--- config.mk ---
export PLATFORM = sky130hd
export DESIGN_NAME = taxi_axis_frame_arb_rr
export DESIGN_NICKNAME = d
export VERILOG_FILES = /design/src/rtl/taxi_axis_frame_arb_rr.sv
export SDC_FILE = /design/constraint.sdc
export NUM_CORES = 1
export LEC_CHECK = 0
export ABC_AREA = 1
export BUFFER_PORTS_ARGS = -buffer_cell sky130_fd_sc_hd__clkbuf_2
export CAP_MARGIN = 20
export CORE_AREA = 2 2 113 115
export DETAILED_ROUTE_END_ITERATION = 8
export DIE_AREA = 0 0 115 117
export MAX_ROUTING_LAYER = met4
export SETUP_SLACK_MARGIN = 0.02
export SLEW_MARGIN = 20
export SYNTH_ARGS = -nofsm -noshare
export SYNTH_HDL_FRONTEND = slang
export SYNTH_SLANG_ARGS = --single-unit
--- constraint.sdc ---
create_clock -name clk -period 1.6 [get_ports clk]
set_input_delay 0.24 -clock clk [delete_from_list [all_inputs] [get_ports clk]]
set_output_delay 0.24 -clock clk [all_outputs]
set_load 0.01 [all_outputs]
--- src/rtl/taxi_axis_frame_arb_rr.sv ---
// ============================================================================
// taxi_axis_frame_arb_rr
//
// Frame-granular round-robin arbiter that merges PORTS AXI4-Stream sources
// onto a single stream toward the MAC transmit path. A grant is made only
// between frames and is held until the granted source's tlast beat transfers.
//
// Handshake: a beat moves on any interface in the cycle where tvalid and
// tready are both high at the rising clock edge. The m-side valid is the
// granted source's valid. The granted source's ready is the downstream ready.
// Neither ready depends on its own valid. All other sources see ready low.
//
// Ports
//   clk, rst_n      clock, asynchronous active-low reset
//   enable          allows new grants (never preempts a frame in flight)
//   s_tdata/tkeep/tid/tuser   per-port payload, port n in slice n
//   s_tvalid/tlast  per-port valid and end-of-frame
//   s_tready        per-port ready
//   m_tdata/tkeep/tid/tuser/tvalid/tlast, m_tready   merged output stream
//   grant_valid     high while a frame is in progress (exposes the FSM state)
//   grant_idx       port currently granted, or last granted
//   frame_cnt       frames completed on m, wraps at 2^32
// ============================================================================
module taxi_axis_frame_arb_rr #(
    parameter int PORTS  = 2,
    parameter int DATA_W = 64,
    parameter int KEEP_W = DATA_W / 8,
    parameter int ID_W   = 8,
    parameter int USER_W = 1
) (
    input  logic                          clk,
    input  logic                          rst_n,
    input  logic                          enable,
    input  logic [PORTS*DATA_W-1:0]       s_tdata,
    input  logic [PORTS*KEEP_W-1:0]       s_tkeep,
    input  logic [PORTS*ID_W-1:0]         s_tid,
    input  logic [PORTS*USER_W-1:0]       s_tuser,
    input  logic [PORTS-1:0]              s_tvalid,
    input  logic [PORTS-1:0]              s_tlast,
    output logic [PORTS-1:0]              s_tready,
    output logic [DATA_W-1:0]             m_tdata,
    output logic [KEEP_W-1:0]             m_tkeep,
    output logic [ID_W-1:0]               m_tid,
    output logic [USER_W-1:0]             m_tuser,
    output logic                          m_tvalid,
    output logic                          m_tlast,
    input  logic                          m_tready,
    output logic                          grant_valid,
    output logic [$clog2(PORTS)-1:0]      grant_idx,
    output logic [31:0]                   frame_cnt
);

    localparam int IDX_W = $clog2(PORTS);

    typedef enum logic {
        IDLE = 1'b0,
        BUSY = 1'b1
    } state_t;

    state_t            state;
    state_t            state_next;
    logic [IDX_W-1:0]  grant_next;
    logic              sel_found;
    logic [IDX_W-1:0]  sel_idx;
    logic [IDX_W-1:0]  cand;
    logic              busy;
    logic              last_xfer;

    assign busy        = (state == BUSY);
    assign grant_valid = busy;

    // Round-robin pick: scan from the port after the last grant, wrapping,
    // so the most recently served port has the lowest priority.
    always_comb begin
        sel_found = 1'b0;
        sel_idx   = grant_idx;
        cand      = '0;
        for (int i = 1; i <= PORTS; i++) begin
            cand = IDX_W'((int'(grant_idx) + i) % PORTS);
            if (!sel_found && s_tvalid[cand]) begin
                sel_found = 1'b1;
                sel_idx   = cand;
            end
        end
    end

    // Combinational datapath: payload follows grant_idx at all times, while
    // valid/ready are only opened for the granted port while BUSY.
    always_comb begin
        m_tdata  = s_tdata[int'(grant_idx)*DATA_W +: DATA_W];
        m_tkeep  = s_tkeep[int'(grant_idx)*KEEP_W +: KEEP_W];
        m_tid    = s_tid[int'(grant_idx)*ID_W +: ID_W];
        m_tuser  = s_tuser[int'(grant_idx)*USER_W +: USER_W];
        m_tlast  = s_tlast[grant_idx];
        m_tvalid = busy & s_tvalid[grant_idx];
        s_tready = '0;
        if (busy) begin
            s_tready[grant_idx] = m_tready;
        end
    end

    assign last_xfer = m_tvalid & m_tready & m_tlast;

    always_comb begin
        state_next = state;
        grant_next = grant_idx;
        case (state)
            IDLE: begin
                if (enable && sel_found) begin
                    state_next = BUSY;
                    grant_next = sel_idx;
                end
            end
            BUSY: begin
                // Leaving BUSY forces one IDLE cycle between frames.
                if (last_xfer) begin
                    state_next = IDLE;
                end
            end
            default: state_next = IDLE;
        endcase
    end

    // grant_idx resets to the last port so port 0 wins the first arbitration.
    always_ff @(posedge clk or negedge rst_n) begin
        if (!rst_n) begin
            state     <= IDLE;
            grant_idx <= IDX_W'(PORTS - 1);
            frame_cnt <= '0;
        end else begin
            state     <= state_next;
            grant_idx <= grant_next;
            if (last_xfer) begin
                frame_cnt <= frame_cnt + 32'd1;
            end
        end
    end

endmodule
==> load_flow_metrics.sql <==
INSERT INTO impl_metrics (metric_group, metric, value, unit) VALUES
('sta', 'post-route-min-period', '1.74', 'ns'),
('worst_setup_path', 'crit_end', 'm_tdata[15]', ''),
('routing', 'routedWlPerCell', '15.0', 'um'),
('worst_setup_path', 'critPathLaunchType', 'flop', ''),
('outcome', 'violations', 'setup timing', ''),
('sta', 'setup_ws', '-0.139', 'ns'),
('yosys', 'register_bit_total_from_synthesis', '34', ''),
('global_route', 'grt.overflow.total', '0', ''),
('routing', 'route.vias.total', '4416', ''),
('clocking', 'cts.sink_count', '34', ''),
('yosys', 'synthCells', '526', ''),
('sta', 'finalHoldViolCount', '0', ''),
('routing', 'drc_viols', '0', ''),
('global_route', 'grt_util_all_layers', '21.5', '%'),
('cells_and_area', 'layout-drive-gt1-share', '51.5', '%'),
('worst_setup_path', 'critPathBufInv', '4', ''),
('power_and_ir_drop', 'post-layout-total-power', '7.51', 'mW'),
('placement', 'numPlacedInstances', '967', ''),
('placement', 'dp_slack', '-0.00225', 'ns'),
('worst_setup_path', 'rr_startpoint', 'grant_idx$_DFFE_PN1P_', ''),
('placement', 'globalplace.congestion', '0.838', ''),
('worst_setup_path', 'largest_driver_fanout_on_the_critical_path', '8', ''),
('yosys', 'syn_avg_cell_area', '5.57', 'um^2'),
('outcome', 'run_status', 'complete, but fails checks', ''),
('yosys', 'synth.top_cell.area_share', '42.4', '%'),
('sta', 'max_slew_margin', '70.4', '%'),
('yosys', 'synth_nets', '697', ''),
('worst_hold_path', 'hp-class', 'input pin to flop', ''),
('yosys', 'yosysUniqueCellTypes', '24', ''),
('worst_setup_path', 'rr_endpoint', 'frame_cnt[7]$_DFFE_PN0N_', ''),
('routing', 'drt_total_wl', '14900', 'um'),
('clocking', 'clock-root-buffer', 'sky130_fd_sc_hd__clkbuf_16', ''),
('worst_setup_path', 'crit_cells', '6', ''),
('yosys', 'post_synthesis_instance_area', '2930', 'um^2'),
('floorplanning', 'placement_rows', '41', ''),
('worst_setup_path', 'crit_arrival', '1.50', 'ns'),
('worst_setup_path', 'start_point_of_the_critical_path', 'grant_idx$_DFFE_PN1P_', ''),
('sta', 'clock.fmax', '0.575', 'GHz'),
('placement', 'dp.final_hpwl', '11400', 'um'),
('sta', 'rsz_0062_raised_after_global_routing', 'yes', ''),
('clocking', 'clk_pin_slew', '0.05', 'ns'),
('routing', 'drt_pre_antenna_iters', '4', ''),
('worst_setup_path', 'critical-path-top-cell-by-count', 'sky130_fd_sc_hd__buf_12', ''),
('sta', 'report.final.slew_viol_count', '0', ''),
('worst_setup_path', 'criticalPathCategory', 'flop to output pin', ''),
('clocking', 'clock_tree.buffer_depth', '2', ''),
('yosys', 'yosysWarnings', '0', ''),
('sta', 'finalClockSkew', '0.00372', 'ns'),
('floorplanning', 'design.die.area', '13500', 'um^2'),
('power_and_ir_drop', 'power.static_leakage', '3.35', 'nW'),
('clocking', 'worst_skew_pair.late_latency', '0.28', 'ns'),
('cells_and_area', 'final_net_count', '1015', ''),
('global_route', 'grt_start_max_net_pins', '34', ''),
('global_route', 'number_of_global_route_vias_before_repair', '4105', ''),
('routing', 'route.antenna.remaining_nets', '0', ''),
('worst_setup_path', 'cp.required', '1.36', 'ns'),
('worst_setup_path', 'crit_path_max_incr_delay', '0.55', 'ns'),
('sta', 'setup_viol', '92', ''),
('floorplanning', 'ios', '289', ''),
('worst_setup_path', 'endpoint_kind', 'output pin', ''),
('worst_setup_path', 'rr_worst_depth', '9', ''),
('global_route', 'grt_first_pass_wirelength', '21400', 'um'),
('power_and_ir_drop', 'cellPowerDensity', '1320', 'nW/um^2'),
('floorplanning', 'die_height', '117', 'um'),
('routing', 'routed_via_density', '4.44', ''),
('cells_and_area', 'num_antenna_cells', '0', ''),
('yosys', 'synthDominantAreaCellType', 'sky130_fd_sc_hd__nand2_1', ''),
('power_and_ir_drop', 'ir_drop', '0.624', 'mV'),
('routing', 'drt-initial-drc-count', '130', ''),
('yosys', 'synthTopCellsByArea', 'sky130_fd_sc_hd__nand2_1, sky130_fd_sc_hd__dfrtp_1, sky130_fd_sc_hd__nor2_1', ''),
('floorplanning', 'initial_core_util', '23.8', '%');
tightest hold or removal path, delay by kind of cell:
family | cells | cell delay [ns]
buffers and inverters | 1 | 0.10
AO/OA/AOI/OAI | 1 | 0.07
AND/OR/NAND/NOR | 1 | 0.06
per-stage QoR:
step / TNS, ns / hold slack [ns] / cell area, um^2 / util [%]
final: -8.68 / 0.207 / 5670 / 46.1
after global routing: -15.81 / 0.268 / 5670 / 46.1
after CTS: -8.41 / 0.199 / 5380 / 43.7
after detailed placement: -0.00225 / 0.205 / 4700 / 38.2
after global placement: 0 / 0.200 / 4700 / 38.2
after floorplan: 0 / -0.0556 / 2930 / -
layer usage:
layer  routed length, um  global-route usage, %  up-vias
met4                 251                   5.38        0
met2                7540                   36.4      164
met5                   0                      -        -
met3                1110                   5.61       16
met1                5990                   25.5     2006
li1                    -                      -     2230
report_power, final:
| part | switching (mW) | internal [mW] |
|---|---|---|
| logic | 2.93 | 2.58 |
| registers | 0.0736 | 0.953 |
| clock network | 0.351 | 0.617 |
| total | 3.36 | 4.15 |
cell type report:
type / instances / area, um^2
Clock buffer: 7 / 143
Tap cell: 150 / 188
Inverter: 35 / 139
Clock inverter: 1 / 5.00
Multi-Input combinational cell: 437 / 2160
Timing Repair Buffer: 331 / 2180
Fill cell: 1322 / 6640
Sequential cell: 34 / 853
cells in the final DEF, fill, tap and decap left out, types with 11 or more instances in the layout:
| cell | count |
|---|---|
| sky130_fd_sc_hd__dfrtp_1 | 32 |
| sky130_fd_sc_hd__buf_6 | 17 |
| sky130_fd_sc_hd__nor2_2 | 11 |
| sky130_fd_sc_hd__buf_4 | 17 |
| sky130_fd_sc_hd__inv_1 | 33 |
| sky130_fd_sc_hd__buf_2 | 31 |
| sky130_fd_sc_hd__clkbuf_2 | 239 |
| sky130_fd_sc_hd__nand3_1 | 16 |
| sky130_fd_sc_hd__xor2_1 | 11 |
| sky130_fd_sc_hd__nand2_2 | 61 |
| sky130_fd_sc_hd__nor2_1 | 24 |
| sky130_fd_sc_hd__nand2_1 | 264 |
cells in the mapped netlist (all sizes together):
cell,n
ha,1
nor3,8
xor2,11
nand3,19
clkbuf,18
o22ai,1
buf,2
nand3b,5
nor3b,1
xnor2,8
dfstp,1
inv,35
nand4,7
a21oi,1
o21ai,3
nor2,40
dfrtp,33
nand2,332
timing repair:
item                                    CTS  global route
endpoints found under the hold margin    15             0
setup buffers                             8             3
hold buffers                              1             0
endpoints found under the setup margin   89           117
pin swaps                                34            13
resized for setup                        87           114
cloned                                    7             1
registers in the layout, summed over array words and instances (netlist names):
register and cells:
frame_cnt 32, grant_idx 1, grant_valid 1
worst min-delay path by stage:
| stage | startpoint | to | slack, ns | depth (start not counted) |
|---|---|---|---|---|
| floorplan | rst_n | frame_cnt[0]$_DFFE_PN0N_ | -0.06 | 0 |
| global placement | rst_n | frame_cnt[9]$_DFFE_PN0N_ | 0.20 | 1 |
| detailed placement | rst_n | frame_cnt[9]$_DFFE_PN0N_ | 0.20 | 1 |
| CTS | s_tvalid[1] | grant_idx$_DFFE_PN1P_ | 0.20 | 3 |
| global route | s_tvalid[1] | grant_idx$_DFFE_PN1P_ | 0.27 | 3 |
| finish | s_tvalid[1] | grant_idx$_DFFE_PN1P_ | 0.21 | 3 |
logic make-up after synthesis:
family / after synthesis / synth area share, %
buffers and inverters: 55 / 7.34
AOI/OAI and AO/OA: 5 / 0.896
DFF: 34 / 29.1
xor gates and xnor gates: 19 / 5.68
adders and majority gates: 1 / 0.427
and+or+nand+nor: 412 / 56.6
Note: power is estimated with default switching activity, not from simulation.
